**src/rtl/cc_dmem_pkg.sv**
```systemverilog
// Shared definitions for the central controller data RAM path: widths, depth and
// the access-controller state encoding used by dram wrapper, execute and dmem_access_ctrl.
package cc_dmem_pkg;

    localparam int DMEM_ADDR_W = 11;
    localparam int DMEM_DATA_W = 64;
    localparam int DMEM_TAG_W  = 5;
    localparam int DMEM_DEPTH  = 16;

    typedef enum logic [1:0] {
        ST_IDLE    = 2'd0,
        ST_ISSUE   = 2'd1,
        ST_CAPTURE = 2'd2,
        ST_RESP    = 2'd3
    } dmem_state_e;

endpackage

```
**src/rtl/dmem_access_ctrl.sv**
```systemverilog
// Load/store front end for the CC data RAM: one request at a time, registered RAM strobes,
// held load response. Define DMEM_ADDR_CHECK_EN to drop accesses at or beyond MEM_DEPTH.
module dmem_access_ctrl
    import cc_dmem_pkg::*;
#(
    parameter int ADDR_W    = DMEM_ADDR_W,
    parameter int DATA_W    = DMEM_DATA_W,
    parameter int TAG_W     = DMEM_TAG_W,
    parameter int MEM_DEPTH = DMEM_DEPTH
) (
    input  logic              clk,
    input  logic              reset,
    // Handshakes: a transfer happens on a rising edge where valid and ready are both 1;
    // valid never waits on ready, and the payload is sampled only on that edge.
    input  logic              req_valid,
    output logic              req_ready,
    input  logic              req_we,
    input  logic [ADDR_W-1:0] req_addr,
    input  logic [DATA_W-1:0] req_wdata,
    input  logic [TAG_W-1:0]  req_tag,
    output logic              rsp_valid,
    input  logic              rsp_ready,
    output logic [DATA_W-1:0] rsp_data,
    output logic [TAG_W-1:0]  rsp_tag,
    output logic              rsp_err,
    output logic              st_err,
    output logic              mem_en,
    output logic              mem_re,
    output logic              mem_we,
    output logic [ADDR_W-1:0] mem_addr,
    output logic [DATA_W-1:0] mem_wdata,
    input  logic [DATA_W-1:0] mem_rdata
);

    dmem_state_e state, state_d;

    logic             we_q;
    logic             oor_q;
    logic [TAG_W-1:0] tag_q;

    logic              accept;
    logic              req_oor;
    logic              capture;
    logic              req_ready_d;
    logic              rsp_valid_d;
    logic              st_err_d;
    logic              mem_en_d;
    logic              mem_re_d;
    logic              mem_we_d;
    logic [ADDR_W-1:0] mem_addr_d;
    logic [DATA_W-1:0] mem_wdata_d;

    // req_ready is registered, so it is already 0 in the cycle after every acceptance.
    assign accept = req_valid && req_ready;

`ifdef DMEM_ADDR_CHECK_EN
    assign req_oor = 32'(req_addr) >= 32'(MEM_DEPTH);
`else
    logic unused_depth;
    assign req_oor      = 1'b0;
    assign unused_depth = (MEM_DEPTH > 0);
`endif

    always_comb begin
        state_d     = state;
        req_ready_d = 1'b0;
        rsp_valid_d = rsp_valid;
        st_err_d    = 1'b0;
        capture     = 1'b0;
        mem_en_d    = 1'b0;
        mem_re_d    = 1'b0;
        mem_we_d    = 1'b0;
        mem_addr_d  = '0;
        mem_wdata_d = '0;
        case (state)
            ST_IDLE: begin
                if (accept) begin
                    state_d     = ST_ISSUE;
                    mem_en_d    = !req_oor;
                    mem_we_d    = req_we && !req_oor;
                    mem_re_d    = !req_we && !req_oor;
                    mem_addr_d  = req_addr;
                    mem_wdata_d = req_wdata;
                    st_err_d    = req_we && req_oor;
                end else begin
                    req_ready_d = 1'b1;
                end
            end
            ST_ISSUE: begin
                if (we_q) begin
                    state_d     = ST_IDLE;
                    req_ready_d = 1'b1;
                end else begin
                    state_d = ST_CAPTURE;
                end
            end
            ST_CAPTURE: begin
                // RAM read data is valid now, one cycle after the read strobe.
                state_d     = ST_RESP;
                rsp_valid_d = 1'b1;
                capture     = 1'b1;
            end
            ST_RESP: begin
                if (rsp_ready) begin
                    state_d     = ST_IDLE;
                    rsp_valid_d = 1'b0;
                    req_ready_d = 1'b1;
                end
            end
            default: state_d = ST_IDLE;
        endcase
    end

    always_ff @(posedge clk or posedge reset) begin
        if (reset) begin
            state     <= ST_IDLE;
            req_ready <= 1'b0;
            rsp_valid <= 1'b0;
            rsp_data  <= '0;
            rsp_tag   <= '0;
            rsp_err   <= 1'b0;
            st_err    <= 1'b0;
            mem_en    <= 1'b0;
            mem_re    <= 1'b0;
            mem_we    <= 1'b0;
            mem_addr  <= '0;
            mem_wdata <= '0;
            we_q      <= 1'b0;
            oor_q     <= 1'b0;
            tag_q     <= '0;
        end else begin
            state     <= state_d;
            req_ready <= req_ready_d;
            rsp_valid <= rsp_valid_d;
            st_err    <= st_err_d;
            mem_en    <= mem_en_d;
            mem_re    <= mem_re_d;
            mem_we    <= mem_we_d;
            mem_addr  <= mem_addr_d;
            mem_wdata <= mem_wdata_d;
            if (accept) begin
                we_q  <= req_we;
                oor_q <= req_oor;
                tag_q <= req_tag;
            end
            if (capture) begin
                rsp_data <= oor_q ? '0 : mem_rdata;
                rsp_tag  <= tag_q;
                rsp_err  <= oor_q;
            end
        end
    end

endmodule

```
**config.mk**
```make
export PLATFORM = sky130hd
export DESIGN_NAME = dmem_access_ctrl
export DESIGN_NICKNAME = d
export VERILOG_FILES = /design/src/rtl/cc_dmem_pkg.sv /design/src/rtl/dmem_access_ctrl.sv
export SDC_FILE = /design/constraint.sdc
export NUM_CORES = 1
export LEC_CHECK = 0
export CORE_ASPECT_RATIO = 1.5
export CORE_MARGIN = 4
export CORE_UTILIZATION = 44
export CTS_BUF_LIST = sky130_fd_sc_hd__clkbuf_8
export DETAILED_ROUTE_END_ITERATION = 8
export GPL_TIMING_DRIVEN = 0
export MAX_ROUTING_LAYER = met4
export PLACE_DENSITY = 0.88
export SETUP_SLACK_MARGIN = 0.3
export SLEW_MARGIN = 10
export SYNTH_ARGS = -nofsm -noshare
export SYNTH_HDL_FRONTEND = slang
export SYNTH_SLANG_ARGS = --single-unit
```
**constraint.sdc**
```tcl
create_clock -name clk -period 16.05 [get_ports clk]
set_clock_uncertainty 0.15 [all_clocks]
set_input_delay 3.21 -clock clk [delete_from_list [all_inputs] [get_ports clk]]
set_output_delay 3.21 -clock clk [all_outputs]
set_load 0.005 [all_outputs]
```
==> impl_results.md, run 1 <==
- Detailed Route WL: 15400 um
- Reg2Reg Depth: 4
- Crit path required time: 12690 ps
- Slowest cell on crit path: clkdlybuf4s50_1
- Post_cts resized: 0
- Core area: 13000 um2
- Detailed-route DRC error count: 0
- Switching share of power: 27.8%
- Top FF cell, synth: dfrtp_1
- Yosys reg bits: 157
- Ordered list of cells on the worst path: clkdlybuf4s50_1
- CTS Buf Count: 17
- Most common library cells after synthesis: 157 x dfrtp_1, 76 x and2_1, 69 x mux2_4
- Unrepaired setup endpoints after global routing: no
- Top cells by area, synth: dfrtp_1 67%, mux2_4 18%, and2_1 8.2%
- Internal: 0.00109 W
- H-tree levels: 4
- Gpl congestion: 0.812
- CTS max path bufs: 2
- Tightest Hold Check Type: flop to flop
- Largest net degree at the start of global routing: 88
- Area leader, netlist: dfrtp_1
- Detail-routed net length per standard cell: ~19 um
- TritonCTS clock tree: yes
- Switching power total: approximately 0.00042 W
- Design area: approximately 9400 um2
- Post-DP HPWL: 11900 um
- CP startpoint: req_ready$_DFF_PP0_
- Crit path arrival time: approximately 1400 ps
- Reg2Reg Setup Slack: 14440 ps
- Dpl cell area: 9040 um2
- CTS root buffer: clkbuf_8
- Port buffer count: 297
- Comb pwr share: between 40% and 50%
- Smallest hold slack: 334 ps
- Fmax: 212 MHz
- Area Overhead vs Synth: 61.6%
- Register area share after synthesis: 67.4%
- Synth Cell Area: 5830 um2
- Die H: 149 um
- Cells after Synth: ~340
- Clock sinks: roughly 160
- Clk slew on worst S/H paths: 80 ps
- Io pins: 300
- Vias: just under 4000
- Num rows: 51
- Worst-Skew Late Latency: roughly 430 ps
- Max FO, Critical Path: 4
- Post-Syn Area per Cell: between 15 and 20 um2
- Tcrit/Tclk final: a little under 30%
- Slew Limit Fails: 0
- Die Area: 15200 um2
- Pwr Density: 160 nW/um2
- Congestion Overflow GR: 0
- Share of layout cells above drive strength 1: a little under a fifth
- RR Endpoint: rsp_data[30]$_DFFE_PP0P_
- Starting DRT DRC Count: 54
- Sequential cell area: 3930 um2
- Flop pwr share: 38.5%
- Nets@finish: roughly 810
- Fillers: ~860
- Lkg Pwr: 4.30 nW
- Peak supply drop: 77.7 uV
- Top-count cell post-synth: dfrtp_1
- ANT cells: 0
- Setup TNS: 0 ps
- Post-synthesis cell type count: 20
- Starting Density: between 40% and 50%
- Largest delay share family, worst path: buffers and inverters
- Crit path to: req_ready
- Power, Total: 0.00150 W
- Critical Path Max Stage Delay: 550 ps
- Crit path buffers/inverters: 1
- Antenna viol nets, final: 0
- Vias in the first global route: approximately 4500
- CP Launch Type: flop
- # setup viols final: 0
- Setup Buffers After CTS: 0
- Total GRT Usage: approximately a fifth
- Worst Setup End Kind: output pin
- Multi-input logic area: about 1700 um2
- Final hold violation count: 0
- Chip Width: approximately 100 um
- Final min period: about 4700 ps
- Post-synth EDFFs: 0
- Status: completed
- Critical path type: flop to output pin
- Max-cap violations: 0
- Utilization after layout: 72.4%
- Hold Buf Count CTS: 0
- Fraction of registers with async set/reset: 100%
- Synth warn: 0
- Area fraction of the dominant cell type after synthesis: 67.4%
- Vias per cell: 4.72
- First-pass GRT wire length: 23400 um
- Instance count on the critical path: 1
- Initial antenna violation count: 0
- Share of total power in the clock network: 19.4%
- DRT Pass-1 Iters: 4
-- cell usage in the layout (no fill, tap or decap), drive strengths merged --
cell,n
a21o,2
and2,76
and3b,1
and4bb,1
buf,15
bufinv,1
clkbuf,21
clkdlybuf4s50,297
clkinv,2
conb,2
dfrtp,157
inv,12
mux2,75
nand2,3
nand3,1
nor2b,3
o21a,1
o31ai,1
-- worst min path at each step --
stage	slack, ps	from	endpoint	cells past startpoint
2_1_floorplan	320	rsp_valid$_DFFE_PP0P_	rsp_valid$_DFFE_PP0P_	1
3_3_place_gp	320	rsp_valid$_DFFE_PP0P_	rsp_valid$_DFFE_PP0P_	1
3_5_place_dp	330	rsp_valid$_DFFE_PP0P_	rsp_valid$_DFFE_PP0P_	1
4_1_cts	340	rsp_valid$_DFFE_PP0P_	rsp_valid$_DFFE_PP0P_	1
5_1_grt	360	rsp_valid$_DFFE_PP0P_	rsp_valid$_DFFE_PP0P_	1
6_report	330	rsp_valid$_DFFE_PP0P_	rsp_valid$_DFFE_PP0P_	1
-- cell type report --
class / count / area share (%)
Buffer: 18 / 2.39
Clock buffer: 17 / 2.48
Clock inverter: 14 / 1.57
Inverter: 1 / 0.120
Multi-Input combinational cell: 166 / 17.8
Sequential cell: 157 / 41.7
Tap cell: 159 / 2.11
Timing Repair Buffer: 298 / 31.8
-- flip-flops by register name, indices dropped and copies added, names as in the netlist, named ones only --
| name | count |
|---|---|
| mem_addr | 11 |
| mem_en | 1 |
| mem_re | 1 |
| mem_wdata | 64 |
| mem_we | 1 |
| req_ready | 1 |
| rsp_data | 64 |
| rsp_tag | 5 |
| rsp_valid | 1 |
| state | 1 |
| tag_q | 5 |
| we_q | 1 |
-- power by group through the flow --
stage | sequential (W) | combinational (W) | clock [W]
finish | 0.000579 | 0.000634 | 0.000292
global route | 0.000594 | 0.000671 | 0.000317
CTS | 0.000580 | 0.000644 | 0.000300
detailed placement | 0.000587 | 0.000640 | 0
global placement | 0.000579 | 0.000626 | 0
floorplan | 0.000587 | 0.000324 | 0
-- cell families (layout without fill, tap and decap cells) --
family          count (synthesis)  in the layout  synth area share, %
simple gates                   85             85                 9.17
other cells                     1              2               0.0643
flops                         157            157                 67.4
compound gates                  4              4                0.515
buf+inv                        19            348                 3.93
mux                            75             75                 18.9
-- per-stage QoR --
step                      std cells  worst slack (ps)
after floorplan                 342              8460
after global placement          798              6690
after detailed placement        799             11280
after CTS                       830             11280
after global routing            830             11260
final                           830             11340
-- layer usage --
layer  vias up  track usage (%)  wire length [um]
met5         -                -                 0
met4         0             9.85               573
met3        40             6.18              1280
met2       221             35.7              8160
met1      1910             22.3              5350
li1       1747                -                 -
Power figures use the tool's default switching activity.
==> run 2: changes to the inputs <==
Settings changed: CORE_UTILIZATION 44 to 37, PLACE_DENSITY 0.88 to 0.79.
Clock period 16.05 ns to 4.3 ns, I/O delays scaled along.
==> run 2 against run 1 <==
Setup slack worse by 9400 ps; die area increased by 18%; sequential cell count stayed put; utilization decreased by 9.9 points; largest power group unchanged; critical endpoint unchanged; non-clock buffer count rose by 3; routed wire length hardly changed; sequential share of layout area fell by 0.56 points; count of clock-buffer cells in the layout up 1.
==> impl_results.md, run 2 (same netlist as run 1, synthesis figures left out) <==
- Status: completed
- Port buffer count: 297 (unchanged)
- Multi-input logic area: 1680 um2 (unchanged)
- Launch point of the worst hold path: rsp_valid$_DFFE_PP0P_
- Setup Buffers After CTS: 0 (unchanged)
- Final hold violation count: 0 (unchanged)
- Pwr Density: 592 nW/um2 (+270%)
- Worst-Skew Late Latency: 430 ps (about the same)
- Lkg Pwr: 4.33 nW (+0.65%)
- Fillers: 1177 (+37%)
- CP Launch Type: flop
- Area Overhead vs Synth: 63.8%
- Largest net degree at the start of global routing: 42 (-52%)
- Worst hold endpoint: rsp_valid$_DFFE_PP0P_
- Vias per cell: 4.42 (-6.4%)
- Fmax: 421 MHz
- Initial antenna violation count: 0 (unchanged)
- Max FO, Critical Path: 4 (unchanged)
- Slew Limit Fails: 0 (unchanged)
- Die H: 162 um (+8.6%)
- Largest registers: mem_wdata (64), rsp_data (64), mem_addr (11)
- Vias in the first global route: 4507 (+0.81%)
- Starting DRT DRC Count: 100 (+85%)
- ANT cells: 0 (unchanged)
- Vias: 3863 (-1.4%)
- Worst Setup End Kind: output pin
- Critical Path Max Stage Delay: 550 ps (about the same)
- Post-DP HPWL: 12100 um (+1.5%)
- Ordered list of cells on the worst path: clkdlybuf4s50_1
- Num rows: 55 (+7.8%)
- CTS root buffer: clkbuf_8
- Crit path arrival time: 1370 ps (+20 ps)
- Total GRT Usage: 18.0% (-3.1 points)
- Setup TNS: 0 ps (unchanged)
- CTS Buf Count: 17 (unchanged)
- Tightest Hold Check Type: flop to flop
- Reg2Reg Setup Slack: 2720 ps (-11720 ps)
- Die Area: 17900 um2 (+18%)
- CTS max path bufs: 2 (unchanged)
- Detail-routed net length per standard cell: 17.6 um (-5.0%)
- # setup viols final: 0 (unchanged)
- Slowest cell on crit path: clkdlybuf4s50_1
- Final min period: 2380 ps
- Largest delay share family, worst path: buffers and inverters
- Peak supply drop: 292 uV (+280%)
- Clock sinks: 157 (unchanged)
- Critical path type: flop to output pin
- H-tree levels: 4 (unchanged)
- Worst Hold Depth: 1 (unchanged)
- Placement Setup Slack: 1910 ps (-9360 ps)
- Crit path required time: 3290 ps (-9400 ps)
- Antenna viol nets, final: 0 (unchanged)
- Actual slew at the worst max-slew pin: 683 ps
- TritonCTS clock tree: yes
- Chip Width: 110 um (+8.3%)
- Tcrit/Tclk final: 55.3%
- Io pins: 300 (unchanged)
- Clk slew on worst S/H paths: 80 ps (about the same)
- Detailed Route WL: 15400 um (about the same)
- Detailed-route DRC error count: 0 (unchanged)
- Gpl congestion: 0.789 (-2.9%)
- Nets@finish: 811 (+0.37%)
- DRT Pass-1 Iters: 4 (unchanged)
- Worst setup margin: 1920 ps (-9420 ps)
- Sequential cell area: 3930 um2 (unchanged)
- Crit path buffers/inverters: 1 (unchanged)
- Congestion Overflow GR: 0 (unchanged)
- Starting Density: 38.2% (-6.6 points)
- Share of layout cells above drive strength 1: 19.6% (+0.48 points)
- Normalized max-slew margin: 54.4%
- RR Endpoint: rsp_data[32]$_DFFE_PP0P_
- Most frequent cells in the layout: 297 x clkdlybuf4s50_1, 157 x dfrtp_1, 76 x and2_1
- Post_cts resized: 0 (unchanged)
- Hold Buf Count CTS: 0 (unchanged)
- Commonest non-fill, non-tap cell in the layout: clkdlybuf4s50_1
- First-pass GRT wire length: 24200 um (+3.4%)
- Reg2Reg Depth: 4 (unchanged)
- Core area: 15300 um2 (+17%)
- Max-cap violations: 0 (unchanged)
- Unrepaired setup endpoints after global routing: no
-- run 2: cell count changes in the layout (fill, tap and decap cells not counted), sizes merged --
cell	previous run	this run
bufinv	1	2
clkinv	2	3
buf	15	18
inv	12	7
clkinvlp	0	3
clkbuf	21	22
-- run 2: how the worst max path moves through the flow --
stage	from	end	slack (ps)	depth (start not counted)
floorplan	reset	asynchronous set/reset pin	1300	1
global placement	reset	mem_wdata[54]$_DFF_PP0_	150	2
detailed placement	req_valid	mem_wdata[44]$_DFF_PP0_	1910	5
CTS	rsp_data[10]$_DFFE_PP0P_	rsp_data[10]	1870	1
global route	rsp_data[10]$_DFFE_PP0P_	rsp_data[10]	1840	1
finish	req_ready$_DFF_PP0_	req_ready	1920	1
-- run 2: worst register-to-register path: stages, from the launching register on --
cell     delay (ps)
dfrtp_1         440
nor2b_2         190
buf_6           210
buf_12          170
mux2_4          310
-- run 2: layout make-up --
type / count / area share [%]
buffer: 18 / 2.36
clock buffer: 18 / 2.59
clock inverter: 14 / 1.64
inverter: 1 / 0.0786
multi-input combinational: 166 / 17.5
sequential: 157 / 41.1
tap: 199 / 2.61
timing repair buffer: 301 / 32.0
-- run 2: power by group --
part | switching [W] | internal (W) | total, W
Sequential | 0.000248 | 0.00192 | 0.00216
Clock | 0.000572 | 0.000546 | 0.00112
Combinational | 0.000708 | 0.00166 | 0.00237
Total | 0.00153 | 0.00413 | 0.00566
-- run 2: metrics by stage --
stage / area, um2 / utilization (%) / instances / power (W) / hold slack [ps]
6_report: 9550 / 62.5 / 874 / 0.00566 / 332
5_1_grt: 9550 / 62.5 / 874 / 0.00596 / 369
4_1_cts: 9550 / 62.5 / 874 / 0.00574 / 340
3_5_place_dp: 9150 / 59.9 / 842 / 0.00460 / 321
3_3_place_gp: 9060 / 59.3 / 838 / 0.00451 / 313
2_1_floorplan: 5840 / - / 342 / 0.00340 / 324
-- run 2: layer usage --
| layer | GRT usage, % | vias up | share of wire, % |
|---|---|---|---|
| li1 | - | 1753 | - |
| met1 | 17.9 | 1903 | 36 |
| met2 | 32.4 | 183 | 55 |
| met3 | 5.78 | 24 | 6.5 |
| met4 | 7.06 | 0 | 2.4 |
| met5 | - | - | 0 |
==> run 3: changes to the inputs <==
Settings changed: CORE_UTILIZATION 37 to 41, PLACE_DENSITY 0.79 to 0.82.
Clock period 4.3 ns to 2.3 ns, I/O delays scaled along.
==> run 3 against run 2 <==
Cell area increased by 0.84%; sequential cell count unchanged; total power increased by 90%; routed wire length increased by 0.99%; clock power increased by 99%; via count increased by 2.0%; critical path type unchanged; global-route usage increased by 2.1 points.
==> impl_results.md, run 3 (same netlist as run 1, synthesis figures left out) <==
- Unrepaired setup endpoints after global routing: yes
- Die Area: 16200 um2 (-9.2%)
- Largest delay share family, worst path: buffers and inverters
- Gpl congestion: 0.754 (-4.4%)
- Internal: 0.00785 W (+90%)
- Max FO, Critical Path: 2 (-2)
- Share of layout cells above drive strength 1: 20.4% (+0.80 points)
- ANT cells: 0 (unchanged)
- Worst-Skew Late Latency: 430 ps (about the same)
- Critical path type: flop to output pin
- Detail-routed net length per standard cell: 17.7 um (+0.87%)
- Area Overhead vs Synth: 65.2%
- Fmax: 514 MHz
- First-pass GRT wire length: 24200 um (-0.12%)
- Tcrit/Tclk final: between 80% and 90%
- Die H: 154 um (-4.8%)
- Antenna viol nets, final: 0 (unchanged)
- Detailed Route WL: 15500 um (+0.99%)
- Switching power total: 0.00290 W (+90%)
- Critical Path Max Stage Delay: 530 ps (-20 ps)
- Slowest cell on crit path: clkdlybuf4s50_1
- Commonest non-fill, non-tap cell in the layout: clkdlybuf4s50_1
- Post-Place Cells: 835 (-0.83%)
- Reg2Reg Depth: 4 (unchanged)
- Final min period: 1950 ps
- H-tree levels: 4 (unchanged)
- Fillers: 954 (-19%)
- Utilization after layout: 68.8% (+6.3 points)
- Io pins: 300 (unchanged)
- Share of total power in the clock network: 20.7% (+0.9 points)
- Comb pwr share: 41.9% (about the same)
- Max-cap violations: 0 (unchanged)
- Status: completed
- Tightest Hold Check Type: primary input to asynchronous set/reset pin
- Detailed-route DRC error count: 0 (unchanged)
- Switching share of power: 27.0% (-0.039 points)
- Peak supply drop: 545 uV (+87%)
- Post-DP HPWL: 12100 um (+0.34%)
- Vias: 3942 (+2.0%)
- Crit path required time: 1690 ps (-1600 ps)
- Fin cells: 875 (+0.11%)
- Port buffer count: 297 (unchanged)
- CTS root buffer: clkbuf_8
- Final hold violation count: 0 (unchanged)
- Sequential cell area: 3930 um2 (unchanged)
- Starting DRT DRC Count: 98 (-2.0%)
- CP Launch Type: flop
- Clock sinks: 157 (unchanged)
- Instance count on the critical path: 1 (unchanged)
- Clk slew on worst S/H paths: 100 ps (+20 ps)
- Crit path arrival time: 1340 ps (-30 ps)
- Flop pwr share: 37.3% (-1.0 points)
- Multi-input logic area: 1680 um2 (unchanged)
- Slew Limit Fails: 0 (unchanged)
- Vias in the first global route: 4497 (-0.22%)
- Chip Width: 105 um (-4.6%)
- Worst Setup End Kind: output pin
- Lkg Pwr: 4.44 nW (+2.6%)
- Vias per cell: 4.51 (+1.9%)
- Largest registers: mem_wdata (64), rsp_data (64), mem_addr (11)
- Num rows: 53 (-3.6%)
- Most frequent cells in the layout: 287 x clkdlybuf4s50_1, 157 x dfrtp_1, 76 x and2_1
- TritonCTS clock tree: yes
- Total GRT Usage: 20.1% (+2.1 points)
- CTS Buf Count: 17 (unchanged)
- CP startpoint: rsp_data[2]$_DFFE_PP0P_
- Core area: 14000 um2 (-8.4%)
- Ordered list of cells on the worst path: clkdlybuf4s50_1
- Congestion Overflow GR: 0 (unchanged)
- Crit path to: rsp_data[2]
- Initial antenna violation count: 0 (unchanged)
- # setup viols final: 0 (unchanged)
- Starting Density: 41.7% (+3.5 points)
- DRT Pass-1 Iters: 4 (unchanged)
- Crit path buffers/inverters: 1 (unchanged)
- Largest net degree at the start of global routing: 41 (-2.4%)
- Reg2Reg Setup Slack: 740 ps (-1980 ps)
- CTS max path bufs: 2 (unchanged)
- Nets@finish: 819 (+0.99%)
- Pwr Density: 1120 nW/um2 (+89%)
- RR Endpoint: rsp_data[24]$_DFFE_PP0P_
- Hold Buf Count CTS: 0 (unchanged)
==> run 3: cell count changes in the layout (fill, tap and decap cells not counted), sizes merged, moves of 2 or more <==
cell           delta
clkdlybuf4s50    -10
buf               +8
dlymetal6s2s      +6
dlygate4sd2       +4
inv               +2
==> run 3: cell type report <==
| class | instances | share of cell area (%) |
|---|---|---|
| Timing Repair Buffer | 309 | 32.4 |
| Inverter | 1 | 0.0780 |
| Sequential cell | 157 | 40.8 |
| Clock buffer | 17 | 2.43 |
| Multi-Input combinational cell | 166 | 17.4 |
| Clock inverter | 15 | 2.04 |
| Tap cell | 192 | 2.49 |
| Buffer | 18 | 2.34 |
==> run 3: power groups by stage <==
stage | Combinational, W | Sequential [W] | Clock [W]
floorplan | 0.00226 | 0.00409 | 0
global placement | 0.00438 | 0.00402 | 0
detailed placement | 0.00448 | 0.00408 | 0
CTS | 0.00449 | 0.00403 | 0.00230
global route | 0.00476 | 0.00413 | 0.00241
finish | 0.00451 | 0.00401 | 0.00223
==> run 3: what timing repair did <==
item                                    CTS  global route
endpoints found under the hold margin     0             0
resized for setup                         4             6
buffers inserted                          0             8
endpoints found under the setup margin    4            14
pin swaps                                 0             0
==> run 3: per-stage QoR <==
step                      hold WS (ps)  setup slack (ps)  total power, W  setup TNS, ps  instance area, um2
after floorplan                    324              -297         0.00635         -46610                5840
after global placement             313             -1490         0.00840        -231400                9050
after detailed placement           321               330         0.00856              0                9130
after CTS                          202               302          0.0108              0                9560
after global routing               223               291          0.0113              0                9630
final                              232               355          0.0108              0                9630
==> run 3: worst min path at each step <==
stage                          start                        to  slack, ps  depth (start not counted)
6_report                       reset  rsp_data[60]$_DFFE_PP0P_        230                          2
5_1_grt                        reset  rsp_data[60]$_DFFE_PP0P_        220                          2
4_1_cts                        reset   rsp_data[3]$_DFFE_PP0P_        200                          2
3_5_place_dp   rsp_valid$_DFFE_PP0P_     rsp_valid$_DFFE_PP0P_        320                          1
3_3_place_gp   rsp_valid$_DFFE_PP0P_     rsp_valid$_DFFE_PP0P_        310                          1
2_1_floorplan  rsp_valid$_DFFE_PP0P_     rsp_valid$_DFFE_PP0P_        320                          1
==> run 3: metal layers <==
metal  track usage (%)  up-vias  share of wire (%)
li1                  -     1773                  -
met2              34.6      195                 54
met5                 -        -                  0
met3              6.34       38                7.2
met1              20.8     1936                 35
met4              9.07        0                3.5
